==> src/rtl/lcd_cmd_ctrl.sv <==
// HD44780-style LCD command controller: buffers {rs, byte} writes in a FIFO and
// replays each as a timed enable strobe (one strobe in 8-bit mode, two in 4-bit mode).
//
// state     | meaning
// IDLE      | waiting for a queued command
// SETUP     | rs/data driven, lcd_en low, setup time running
// EN_HI     | lcd_en high
// HOLD      | lcd_en low for one clock, rs/data unchanged
// GAP       | 4-bit mode only: low nibble driven before the second strobe
// WAIT_EXEC | LCD execution time before the next command
module lcd_cmd_ctrl #(
  parameter int unsigned DATA_4BIT     = 0,
  parameter int unsigned FIFO_DEPTH    = 8,
  parameter int unsigned SETUP_CYC     = 4,
  parameter int unsigned EN_CYC        = 12,
  parameter int unsigned EXEC_CYC      = 2000,
  parameter int unsigned LONG_EXEC_CYC = 80000
) (
  input  logic                            clk,
  input  logic                            reset_n,
  input  logic                            wr_valid,
  output logic                            wr_ready,
  input  logic                            wr_rs,
  input  logic [7:0]                      wr_data,
  output logic                            busy,
  output logic [$clog2(FIFO_DEPTH):0]     fifo_level,
  output logic [7:0]                      lcd_data,
  output logic                            lcd_rs,
  output logic                            lcd_rw,
  output logic                            lcd_en
);

  localparam int unsigned PTR_W   = $clog2(FIFO_DEPTH);
  localparam int unsigned LVL_W   = PTR_W + 1;
  localparam int unsigned MAX_A   = (SETUP_CYC > EN_CYC) ? SETUP_CYC : EN_CYC;
  localparam int unsigned MAX_B   = (EXEC_CYC > LONG_EXEC_CYC) ? EXEC_CYC : LONG_EXEC_CYC;
  localparam int unsigned MAX_CYC = (MAX_A > MAX_B) ? MAX_A : MAX_B;
  localparam int unsigned CNT_W   = $clog2(MAX_CYC + 1);

  localparam logic [CNT_W-1:0] SETUP_LD = CNT_W'(SETUP_CYC - 1);
  localparam logic [CNT_W-1:0] EN_LD    = CNT_W'(EN_CYC - 1);
  localparam logic [CNT_W-1:0] EXEC_LD  = CNT_W'(EXEC_CYC - 1);
  localparam logic [CNT_W-1:0] LONG_LD  = CNT_W'(LONG_EXEC_CYC - 1);

  typedef enum logic [2:0] {
    IDLE      = 3'd0,
    SETUP     = 3'd1,
    EN_HI     = 3'd2,
    HOLD      = 3'd3,
    GAP       = 3'd4,
    WAIT_EXEC = 3'd5
  } state_t;

  state_t             state_q, state_next;
  logic [CNT_W-1:0]   cnt_q, cnt_next;
  logic [8:0]         mem [FIFO_DEPTH];
  logic [PTR_W-1:0]   wr_ptr_q, rd_ptr_q;
  logic               avail_q;
  logic [8:0]         cmd_q, cmd_next;
  logic               nib2_q, nib2_next;
  logic [7:0]         data_next;
  logic               rs_next;
  logic               en_next;
  logic               push, pop;
  logic               is_long;
  logic [8:0]         head;

  assign wr_ready = (fifo_level < LVL_W'(FIFO_DEPTH));
  assign push     = wr_valid && wr_ready;
  assign head     = mem[rd_ptr_q];
  assign busy     = !((state_q == IDLE) && (fifo_level == '0));
  assign lcd_rw   = 1'b0;
  assign is_long  = !cmd_q[8] && ((cmd_q[7:0] == 8'h01) || (cmd_q[7:0] == 8'h02) ||
                                  (cmd_q[7:0] == 8'h03));

  always_ff @(posedge clk) begin
    if (push) mem[wr_ptr_q] <= {wr_rs, wr_data};
  end

  // avail_q lags the level by one clock, so a write into an empty FIFO
  // reaches the bus two edges after it is accepted.
  always_ff @(posedge clk or negedge reset_n) begin
    if (!reset_n) begin
      wr_ptr_q   <= '0;
      rd_ptr_q   <= '0;
      fifo_level <= '0;
      avail_q    <= 1'b0;
    end else begin
      avail_q <= (fifo_level != '0);
      if (push) wr_ptr_q <= wr_ptr_q + 1'b1;
      if (pop)  rd_ptr_q <= rd_ptr_q + 1'b1;
      case ({push, pop})
        2'b10:   fifo_level <= fifo_level + 1'b1;
        2'b01:   fifo_level <= fifo_level - 1'b1;
        default: fifo_level <= fifo_level;
      endcase
    end
  end

  always_ff @(posedge clk or negedge reset_n) begin
    if (!reset_n) begin
      state_q  <= IDLE;
      cnt_q    <= '0;
      cmd_q    <= '0;
      nib2_q   <= 1'b0;
      lcd_data <= 8'h00;
      lcd_rs   <= 1'b0;
      lcd_en   <= 1'b0;
    end else begin
      state_q  <= state_next;
      cnt_q    <= cnt_next;
      cmd_q    <= cmd_next;
      nib2_q   <= nib2_next;
      lcd_data <= data_next;
      lcd_rs   <= rs_next;
      lcd_en   <= en_next;
    end
  end

  always_comb begin
    state_next = state_q;
    cnt_next   = cnt_q;
    cmd_next   = cmd_q;
    nib2_next  = nib2_q;
    data_next  = lcd_data;
    rs_next    = lcd_rs;
    pop        = 1'b0;
    case (state_q)
      IDLE: begin
        if (avail_q && (fifo_level != '0)) begin
          pop        = 1'b1;
          cmd_next   = head;
          nib2_next  = 1'b0;
          rs_next    = head[8];
          data_next  = (DATA_4BIT != 0) ? {head[7:4], 4'h0} : head[7:0];
          state_next = SETUP;
          cnt_next   = SETUP_LD;
        end
      end
      SETUP, GAP: begin
        if (cnt_q == '0) begin
          state_next = EN_HI;
          cnt_next   = EN_LD;
        end else begin
          cnt_next = cnt_q - 1'b1;
        end
      end
      EN_HI: begin
        if (cnt_q == '0) begin
          state_next = HOLD;
          cnt_next   = '0;
        end else begin
          cnt_next = cnt_q - 1'b1;
        end
      end
      HOLD: begin
        if ((DATA_4BIT != 0) && !nib2_q) begin
          state_next = GAP;
          nib2_next  = 1'b1;
          data_next  = {cmd_q[3:0], 4'h0};
          cnt_next   = SETUP_LD;
        end else begin
          state_next = WAIT_EXEC;
          cnt_next   = is_long ? LONG_LD : EXEC_LD;
        end
      end
      WAIT_EXEC: begin
        if (cnt_q == '0) state_next = IDLE;
        else             cnt_next   = cnt_q - 1'b1;
      end
      default: begin
        state_next = IDLE;
        cnt_next   = '0;
      end
    endcase
    en_next = (state_next == EN_HI);
  end

endmodule

==> config.mk <==
export PLATFORM = sky130hd
export DESIGN_NAME = lcd_cmd_ctrl
export DESIGN_NICKNAME = d
export VERILOG_FILES = /design/src/rtl/lcd_cmd_ctrl.sv
export SDC_FILE = /design/constraint.sdc
export NUM_CORES = 1
export LEC_CHECK = 0
export ABC_AREA = 1
export BUFFER_PORTS_ARGS = -buffer_cell sky130_fd_sc_hd__buf_4
export CAP_MARGIN = 20
export CORE_MARGIN = 1
export CORE_UTILIZATION = 60
export CTS_BUF_LIST = sky130_fd_sc_hd__clkbuf_8
export CTS_CLUSTER_DIAMETER = 120
export DETAILED_ROUTE_END_ITERATION = 12
export GPL_TIMING_DRIVEN = 0
export PLACE_DENSITY = 0.81
export SLEW_MARGIN = 25
export SYNTH_ARGS = -nofsm -noshare
export SYNTH_HDL_FRONTEND = slang
export SYNTH_SLANG_ARGS = --single-unit
export TNS_END_PERCENT = 5
==> constraint.sdc <==
create_clock -name clk -period 4.11 [get_ports clk]
set_input_delay 0.411 -clock clk [delete_from_list [all_inputs] [get_ports clk]]
set_output_delay 0.411 -clock clk [all_outputs]
set_load 0.02 [all_outputs]
==> results of run 1 <==
logic make-up (layout without fill, tap and decap cells):
logic type      Yosys count  in the layout  share of synthesized area
xor+xnor                 19             19                    0.03271
simple gates            222            222                     0.1781
fa+ha+maj                 8              8                    0.02115
compound gates           88             88                    0.09911
flops                   113            113                     0.6267
buf+inv                  52            112                    0.04156
other cells               1              1                  0.0007371
registers in the layout (all words and copies together) (netlist names):
name        flops
avail_q         1
cmd_q           1
cnt_q          17
fifo_level      4
lcd_data        7
lcd_en          1
lcd_rs          1
mem            72
rd_ptr_q        3
state_q         3
wr_ptr_q        3
placed cells by master (no fill, tap or decap):
master	synthesis	routed
a21oi_1	13	13
and2_1	1	1
buf_1	1	1
buf_2	4	4
buf_4	1	28
buf_6	1	1
clkbuf_1	8	8
clkbuf_8	0	17
clkinv_1	1	4
clkinv_2	0	2
clkinv_4	0	1
clkinvlp_4	0	6
conb_1	1	1
dfrtp_1	41	41
dlygate4sd3_1	0	1
edfxtp_1	72	72
fa_1	1	1
ha_1	7	7
inv_1	34	35
inv_2	2	2
inv_6	0	2
nand2_1	103	103
nand2_2	2	2
nand2_4	1	1
nand3_1	19	19
nand4_1	2	2
nor2_1	86	86
nor2_2	3	3
nor2_4	2	2
nor3_1	1	1
o211ai_1	15	15
o21ai_0	52	52
o21ai_1	3	3
o21ai_4	1	1
o221ai_1	4	4
or2_2	2	2
xnor2_1	5	5
xor2_1	14	14
metal layers:
layer,wire [µm],up-vias
met5,0,-
li1,-,1795
met4,159,0
met1,4521,1804
met3,820,18
met2,5420,172
power groups by stage:
stage / Clock [mW] / Combinational, mW / Sequential (mW)
final: 0.868 / 0.304 / 1.37
after global routing: 0.920 / 0.343 / 1.38
after CTS: 0.864 / 0.307 / 1.37
after detailed placement: 0 / 0.305 / 1.39
after global placement: 0 / 0.286 / 1.39
after floorplan: 0 / 0.163 / 1.41
cell type report:
cell class / instances / area (µm²) / area share
sequential: 113 / 3188 / 0.5533
clock inverter: 15 / 96.34 / 0.01672
clock buffer: 17 / 234.0 / 0.04061
tap: 105 / 131.4 / 0.02280
multi-input combinational: 338 / 1688 / 0.2929
timing repair buffer: 28 / 212.7 / 0.03692
buffer: 15 / 72.57 / 0.01259
inverter: 37 / 138.9 / 0.02410
per-stage QoR:
| step | power (mW) | hold slack, ns | cell area [µm²] |
|---|---|---|---|
| global placement | 1.674 | 0.4226 | 5421 |
| CTS | 2.542 | 0.2090 | 5762 |
| detailed placement | 1.697 | 0.4228 | 5421 |
| global route | 2.644 | 0.2047 | 5762 |
| finish | 2.542 | 0.2164 | 5762 |
| floorplan | 1.568 | 0.1154 | 5087 |
critical path, delay by kind of cell, from the launching register on:
family	cells	cell delay [ns]
adder cells (fa/ha/maj)	2	0.58
flip-flops	1	0.39
AO/OA/AOI/OAI	3	0.37
buffers and inverters	3	0.44
XOR/XNOR	1	0.17
AND/OR/NAND/NOR	4	0.51
cell usage after synthesis (2+ instances only):
cell type  count  area [µm²]
nand2_1      103       386.6
nand4_1        2       12.51
nor2_1        86       322.8
or2_2          2       12.51
xor2_1        14       122.6
o21ai_1        3       15.01
nor2_4         2       22.52
inv_1         34       127.6
a21oi_1       13       65.06
o221ai_1       4       35.03
nand3_1       19       95.09
dfrtp_1       41        1026
xnor2_1        5       43.79
inv_2          2       7.510
edfxtp_1      72        2162
ha_1           7       87.58
nor2_2         3       18.77
nand2_2        2       12.51
clkbuf_1       8       30.03
buf_2          4       20.02
o211ai_1      15       112.6
o21ai_0       52       260.3
what timing repair did:
item / in CTS / in global routing
hold buffers: 1 / 0
gates resized for setup: 0 / 0
hold endpoints to repair: 41 / 0
path summary, 6_finish.rpt:
check / start / to / slack [ns] / depth (start not counted)
setup / recovery: state_q[2] / fifo_level[3] / 1.51 / 13
hold / removal: wr_data[6] / mem[3][6] / 0.22 / 1
setup reg to reg: state_q[2] / fifo_level[3] / 1.51 / 13
hold reg to reg: cnt_q[0] / cnt_q[0] / 0.52 / 2
max in group asynchronous: reset_n / fifo_level[0] / 3.23 / 2
min in group asynchronous: reset_n / cnt_q[14] / 0.51 / 2
==> results.json, run 1 <==
{
  "syn_area_mm2": 0.005087,
  "clkTransAtPathRegs_ns": 0.07,
  "max_freq_mhz": 383.9,
  "skew_ns": 0.01064,
  "gr-usage-met2": 0.4288,
  "outcome": "finished, final reports clean",
  "synth_cell_types": 32,
  "drtPass1Iterations": 5,
  "final_cells": 668,
  "required_ns": 4.40,
  "syn_area_per_cell_um2": 10.11,
  "synth_edf_count": 72,
  "post_cts_buffers": 0,
  "start_util": 0.6192,
  "antenna_found_initial": 0,
  "cts_tree": "yes",
  "slowest_delay_ns": 0.39,
  "vias_per_cell": 5.672,
  "cts_sinks": 113,
  "drc": 0,
  "insertion_delay_ns": 0.43,
  "ant_nets": 0,
  "die_height_um": 94.08,
  "syn2layout_area_growth_pct": 13.26,
  "final_core_util": 0.7012,
  "crit_top_cell": "nand2_1",
  "finalSetupTns_ns": 0,
  "final_layout_size_suffix_gt1_frac": 0.1314,
  "dp.cells": 635,
  "grtUsageMet3": 0.06877,
  "grt_max_degree": 42,
  "intPower_mw": 1.830,
  "cts-root-buf": "clkbuf_8",
  "finalCriticalPeriod_ns": 2.605,
  "grt.total_usage": 0.2658,
  "synthArstFlopShare": 0.3628,
  "use_met1": 0.3425,
  "clock_path_buffers": 2,
  "dieArea_mm2": 0.008851,
  "setup_viol": 0,
  "synth_ff_type": "edfxtp_1",
  "rsz0062_at_grt": "no",
  "p_sw_uw": 712.9,
  "power.leakage_nw": 2.339,
  "critPathArrivalTime_ns": 2.89,
  "drt_iter0_drc": 240,
  "path_cells": "inv_1 -> nand2_1 -> inv_1 -> nand2_1 -> nor2_1 -> buf_2 -> ha_1 -> ha_1 -> a21oi_1 -> nand2_1 -> a21oi_1 -> o21ai_0 -> xor2_1",
  "path_class": "reg -> reg",
  "clockPowerShare": 0.341,
  "layout.nets": 570,
  "synth_nets": 523,
  "cellPowerDensity_mw_per_mm2": 441.3,
  "ys_ff_latch": 113,
  "num_io_pins": 29,
  "ys_seq_area_frac": 0.6267,
  "postSynthCellCount": 503,
  "slowest_stage": "dfrtp_1",
  "max-vdd-ir-drop_v": 0.0003021,
  "period_share": 0.6338,
  "grt_pass1_vias": 3579,
  "yosys_warnings": 0,
  "pwr-share-seq": 0.539,
  "vias": 3789,
  "gp_congestion": 0.8355,
  "row_count": 33,
  "max_slew.worst_pin.slew_ns": 0.9800,
  "grt_pass1_wl_um": 17080,
  "sw_frac_of_total": 0.2804,
  "maxSlewViolCount": 0,
  "grt-busiest-layer": "met2",
  "hold_viol_final": 0,
  "grt_overflow": 0,
  "setup_slack_ns": 1.505,
  "pre_cts_slack_ns": 1.503,
  "diodes": 0,
  "hp-class": "in -> reg",
  "p_comb_frac": 0.120,
  "setup.worst_path.start_class": "register",
  "hpwl_um": 7195,
  "port_buffers": 27,
  "end_kind": "register",
  "cts.htree.levels": 4,
  "wl_per_cell_um": 16.35,
  "core_mm2": 0.008217,
  "cts_buffers": 17,
  "cp_max_fo": 10,
  "drv_cap": 0,
  "die_w_um": 94.08,
  "nFillCells": 567,
  "slew_headroom": 0.3443,
  "wl_um": 10920
}
Power figures use the tool's default switching activity.
==> inputs of run 2 (changes only) <==
Clock period 4.11 ns to 2.6 ns, I/O delays scaled along.
==> run 2 against run 1 <==
  * First-iteration DRC count up 15%
  * Core utilization is 0.24 points higher
  * Combinational power up 61%
  * Global-route usage rose by 0.071 points
  * Critical path type unchanged
  * Highest routed layer unchanged
  * Die area unchanged
  * Count of clock-buffer cells in the layout is the same
  * Cell count up 0.15%
  * Critical endpoint unchanged
  * Sequential share of layout area decreased by 0.19 points
==> results.json, run 2 (synthesized netlist as in run 1, its figures left out) <==
{
  "cts_sinks": 113,
  "hpwl_um": 7195,
  "final_common_cell": "nand2_1",
  "required_ns": 2.88,
  "drc": 0,
  "crit_buf_inv": 3,
  "diodes": 0,
  "final_cells": 669,
  "cts-root-buf": "clkbuf_8",
  "path_class": "reg -> reg",
  "syn2layout_area_growth_pct": 13.65,
  "grt_max_degree": 42,
  "cpLargestDelayFamily": "adder cells",
  "largest-register": "mem",
  "drtPass1Iterations": 5,
  "final_core_util": 0.7037,
  "intPower_mw": 2.895,
  "max-vdd-ir-drop_v": 0.0004780,
  "endpoint": "fifo_level[3]",
  "reg2reg_depth": 13,
  "period_share": 0.9168,
  "critPathArrivalTime_ns": 2.67,
  "clkTransAtPathRegs_ns": 0.07,
  "finalSetupTns_ns": 0,
  "largest_reg_flops": 72,
  "layout.nets": 571,
  "cts.htree.levels": 4,
  "pwr-share-seq": 0.540,
  "vias_per_cell": 5.665,
  "ff2ff_setup_slack_ns": 0.22,
  "hold_viol_final": 0,
  "path_cells": "inv_1 -> nand2_1 -> inv_1 -> nand2_2 -> nor2_2 -> clkbuf_4 -> ha_2 -> ha_1 -> a21oi_1 -> nand2_1 -> a21oi_1 -> o21ai_0 -> xor2_1",
  "setup_viol": 0,
  "antenna_found_initial": 0,
  "mostFrequentLayoutCells": "nand2_1 (101), nor2_1 (85), edfxtp_1 (72), o21ai_0 (52), dfrtp_1 (41)",
  "insertion_delay_ns": 0.42,
  "row_count": 33,
  "wl_um": 10950,
  "cellPowerDensity_mw_per_mm2": 695.3,
  "outcome": "finished, final reports clean",
  "die_w_um": 94.08,
  "gp_congestion": 0.8355,
  "skew_ns": 0.008984,
  "slowest_delay_ns": 0.40,
  "wl_per_cell_um": 16.36,
  "hp-class": "in -> reg",
  "ant_nets": 0,
  "grt_pass1_wl_um": 17130,
  "dieArea_mm2": 0.008851,
  "core_mm2": 0.008217,
  "clock_path_buffers": 2,
  "finalHoldWorstSlack_ns": 0.07427,
  "die_height_um": 94.08,
  "largestRegisters": "mem x72, cnt_q x17, lcd_data x7",
  "timing.rr.end": "fifo_level[3]",
  "max_slew.worst_pin.slew_ns": 0.9958,
  "drv_cap": 0,
  "startpoint": "state_q[2]",
  "grt_overflow": 0,
  "num_io_pins": 29,
  "clockPowerShare": 0.339,
  "power.leakage_nw": 2.342,
  "p_sw_mw": 1.125,
  "slowest_stage": "dfrtp_1",
  "power_mw": 4.020,
  "sw_frac_of_total": 0.2798,
  "path_depth": 13,
  "cts_buffers": 17,
  "start_util": 0.6192,
  "max_freq_mhz": 419.5,
  "slew_headroom": 0.3337,
  "timing.rr.start": "state_q[2]",
  "end_kind": "register",
  "setup.worst_path.start_class": "register",
  "grt_pass1_vias": 3589,
  "grt.total_usage": 0.2665,
  "maxSlewViolCount": 0,
  "final_layout_size_suffix_gt1_frac": 0.1401,
  "port_buffers": 27,
  "drt_iter0_drc": 276,
  "p_comb_frac": 0.121,
  "finalCriticalPeriod_ns": 2.384,
  "vias": 3790,
  "cts_tree": "yes",
  "cp_max_fo": 10,
  "dp.cells": 635
}
[run 2: how the worst min path moves through the flow]
stage	startpoint	cells past startpoint	slack [ns]	to
4_1_cts	wr_data[4]	1	0.06	mem[0][4]
3_3_place_gp	reset_n	1	0.27	cnt_q[16]
2_1_floorplan	reset_n	0	-0.04	avail_q
6_report	wr_data[5]	1	0.07	mem[7][5]
3_5_place_dp	reset_n	1	0.27	cnt_q[14]
5_1_grt	wr_data[7]	1	0.05	mem[7][7]
[run 2: area by class of cell]
type | instances | area, µm²
sequential | 113 | 3188
fill | 562 | 2435
multi-input combinational | 338 | 1698
clock buffer | 17 | 234.0
timing repair buffer | 29 | 220.2
inverter | 37 | 138.9
tap | 105 | 131.4
clock inverter | 15 | 96.34
buffer | 15 | 75.07
[run 2: what timing repair did]
item,CTS,global route
pin swaps,0,1
endpoints found under the hold margin,41,0
resized for setup,1,4
buffers inserted,0,1
setup endpoints to repair,1,1
hold buffers,1,0
[run 2: power groups by stage]
stage                     clock network (mW)  logic (mW)  registers [mW]
after global placement                     0       0.452            2.19
after global routing                    1.46       0.548            2.18
after CTS                               1.37       0.486            2.17
final                                   1.36       0.488            2.17
after detailed placement                   0       0.482            2.20
after floorplan                            0       0.257            2.22
[run 2: through the flow]
| stage | cell area, µm² | setup WS (ns) |
|---|---|---|
| finish | 5782 | 0.2163 |
| global placement | 5421 | 0.1218 |
| floorplan | 5087 | 0.3317 |
| detailed placement | 5421 | -0.006639 |
| global route | 5782 | -0.002320 |
| CTS | 5764 | 0.03554 |
[run 2: layer usage]
metal / GRT usage / part of all wire / vias to the layer above
met5: 0 / 0 / -
met4: 0.1090 / 0.016 / 0
met3: 0.06877 / 0.068 / 17
met2: 0.4313 / 0.50 / 169
met1: 0.3425 / 0.42 / 1807
li1: - / - / 1797
==> inputs of run 3 (changes only) <==
Settings changed: CORE_ASPECT_RATIO set to 1.4.
==> run 3 against run 2 <==
  * Clock power is 37% higher
  * Critical endpoint unchanged
  * Core utilization rose by 1.7 points
  * Setup slack worse by 0.023 ns
  * Die area barely moved
  * Sequential power about the same
==> results.json, run 3 (synthesized netlist as in run 1, its figures left out) <==
{
  "outcome": "finished, final reports clean",
  "nFillCells": 552,
  "wl_met2_um": 6006,
  "cts_buffers": 17,
  "max-vdd-ir-drop_v": 0.0005922,
  "diodes": 0,
  "p_comb_frac": 0.112,
  "final_core_util": 0.7210,
  "dieArea_mm2": 0.008856,
  "setup_viol": 0,
  "cellPowerDensity_mw_per_mm2": 767.1,
  "gp_congestion": 0.8359,
  "skew_ns": 0.009252,
  "clock_path_buffers": 2,
  "vias_per_cell": 5.718,
  "drt-met1-wl_um": 4154,
  "largest_reg_flops": 72,
  "end_kind": "register",
  "dr.max_layer_used": "met4",
  "p_sw_mw": 1.132,
  "syn2layout_area_growth_pct": 16.18,
  "grt_overflow": 0,
  "grt_pass1_vias": 3949,
  "drc": 0,
  "finalCriticalPeriod_ns": 2.407,
  "path_cells": "inv_1 -> nand2_1 -> inv_1 -> nand2_2 -> nor2_2 -> buf_4 -> ha_2 -> ha_1 -> a21oi_1 -> nand2_1 -> a21oi_1 -> o21ai_0 -> xor2_1",
  "grt.total_usage": 0.2817,
  "ant_nets": 0,
  "finalHoldWorstSlack_ns": 0.05348,
  "cts_sinks": 113,
  "final_cells": 667,
  "cpLargestDelayFamily": "adder cells",
  "reg2reg_depth": 13,
  "hp-class": "in -> reg",
  "clockPowerShare": 0.410,
  "row_count": 39,
  "layout.nets": 573,
  "slowest_delay_ns": 0.40,
  "core_mm2": 0.008198,
  "cp_max_fo": 10,
  "largest-register": "mem",
  "max_freq_mhz": 415.5,
  "critPathArrivalTime_ns": 2.72,
  "vias": 3814,
  "grt_max_degree": 42,
  "max_slew.worst_pin.slew_ns": 1.008,
  "drtPass1Iterations": 5,
  "path_depth": 13,
  "cts.htree.levels": 4,
  "final_layout_size_suffix_gt1_frac": 0.1487,
  "sw_frac_of_total": 0.2496,
  "wl_per_cell_um": 16.98,
  "rsz0062_at_grt": "no",
  "wl_um": 11330,
  "cts_tree": "yes",
  "die_w_um": 79.82,
  "antenna_found_initial": 0,
  "grt_pass1_wl_um": 18180,
  "required_ns": 2.91,
  "largestRegisters": "mem x72, cnt_q x17, lcd_data x7",
  "pwr-share-seq": 0.479,
  "slowest_stage": "dfrtp_1",
  "intPower_mw": 3.403,
  "drt_iter0_drc": 277,
  "maxSlewViolCount": 0,
  "slew_headroom": 0.3253,
  "num_io_pins": 29,
  "power.leakage_nw": 2.416,
  "mostFrequentLayoutCells": "nand2_1 (101), nor2_1 (85), edfxtp_1 (72), o21ai_0 (52), dfrtp_1 (41)",
  "drv_cap": 0,
  "cts-root-buf": "clkbuf_8",
  "period_share": 0.9257,
  "met3WireLength_um": 590,
  "insertion_delay_ns": 0.43,
  "die_height_um": 111.0,
  "clkTransAtPathRegs_ns": 0.08,
  "setup.worst_path.start_class": "register",
  "crit_buf_inv": 3,
  "path_class": "reg -> reg",
  "final_common_cell": "nand2_1",
  "hold_path_depth": 1,
  "hpwl_um": 7389,
  "port_buffers": 27,
  "dp.cells": 632,
  "hold_viol_final": 0,
  "start_util": 0.6206
}
[run 3: cell types whose count changed in the layout (fill, tap and decap cells not counted), moves of 3 or more]
cell	previous run	this run
buf_4	29	32
clkinv_1	4	1
clkinvlp_4	6	3
bufinv_16	0	5
[run 3: worst register-to-register path, delay by kind of cell, from the launching register on]
kind,cells,cell delay (ns)
AND/OR/NAND/NOR,4,0.39
AO/OA/AOI/OAI,3,0.42
XOR/XNOR,1,0.15
adder cells (fa/ha/maj),2,0.52
buffers and inverters,3,0.39
flip-flops,1,0.40
[run 3: final cells by class]
cell class	instances	area, µm²	area share
clock buffers	17	234.0	0.03959
repair buffers	31	235.2	0.03980
flip-flops and latches	113	3188	0.5394
well taps	102	127.6	0.02159
clock inverters	14	214.0	0.03620
plain buffers	15	75.07	0.01270
inverters	37	138.9	0.02350
multi-input cells	338	1698	0.2873
[run 3: through the flow]
step	worst slack (ns)	power [mW]	instance area, µm²	setup TNS (ns)
after floorplan	0.3317	2.479	5087	0
after global placement	0.1967	2.644	5418	0
after detailed placement	-0.006053	2.676	5418	-0.006053
after CTS	0.03052	4.510	5881	0
after global routing	0.01105	4.701	5911	0
final	0.1931	4.534	5911	0
[run 3: power by group through the flow]
stage | clock network (mW) | logic (mW) | registers [mW]
after floorplan | 0 | 0.257 | 2.22
after global placement | 0 | 0.449 | 2.19
after detailed placement | 0 | 0.474 | 2.20
after CTS | 1.86 | 0.479 | 2.17
after global routing | 1.95 | 0.564 | 2.18
final | 1.86 | 0.506 | 2.17
[run 3: path summary, 6_finish.rpt]
kind / startpoint / end / slack, ns
worst min register to register: cnt_q[0] / cnt_q[0] / 0.53
max in group asynchronous: reset_n / cnt_q[15] / 1.88
worst max register to register: state_q[2] / fifo_level[3] / 0.19
worst max-delay path: state_q[2] / fifo_level[3] / 0.19
min in group asynchronous: reset_n / cnt_q[0] / 0.35
worst min-delay path: wr_data[6] / mem[4][6] / 0.05
[run 3: repair_timing]
action / in CTS / in global routing
pin swaps: 0 / 1
endpoints found under the setup margin: 1 / 1
hold endpoints to repair: 41 / 0
buffers inserted: 0 / 3
resized for setup: 2 / 3
hold buffers: 1 / 0
[run 3: layer usage]
| metal | global-route usage | vias up |
|---|---|---|
| met4 | 0.1810 | 0 |
| met2 | 0.4803 | 144 |
| met5 | 0 | - |
| met1 | 0.2944 | 1830 |
| li1 | - | 1790 |
| met3 | 0.08313 | 50 |
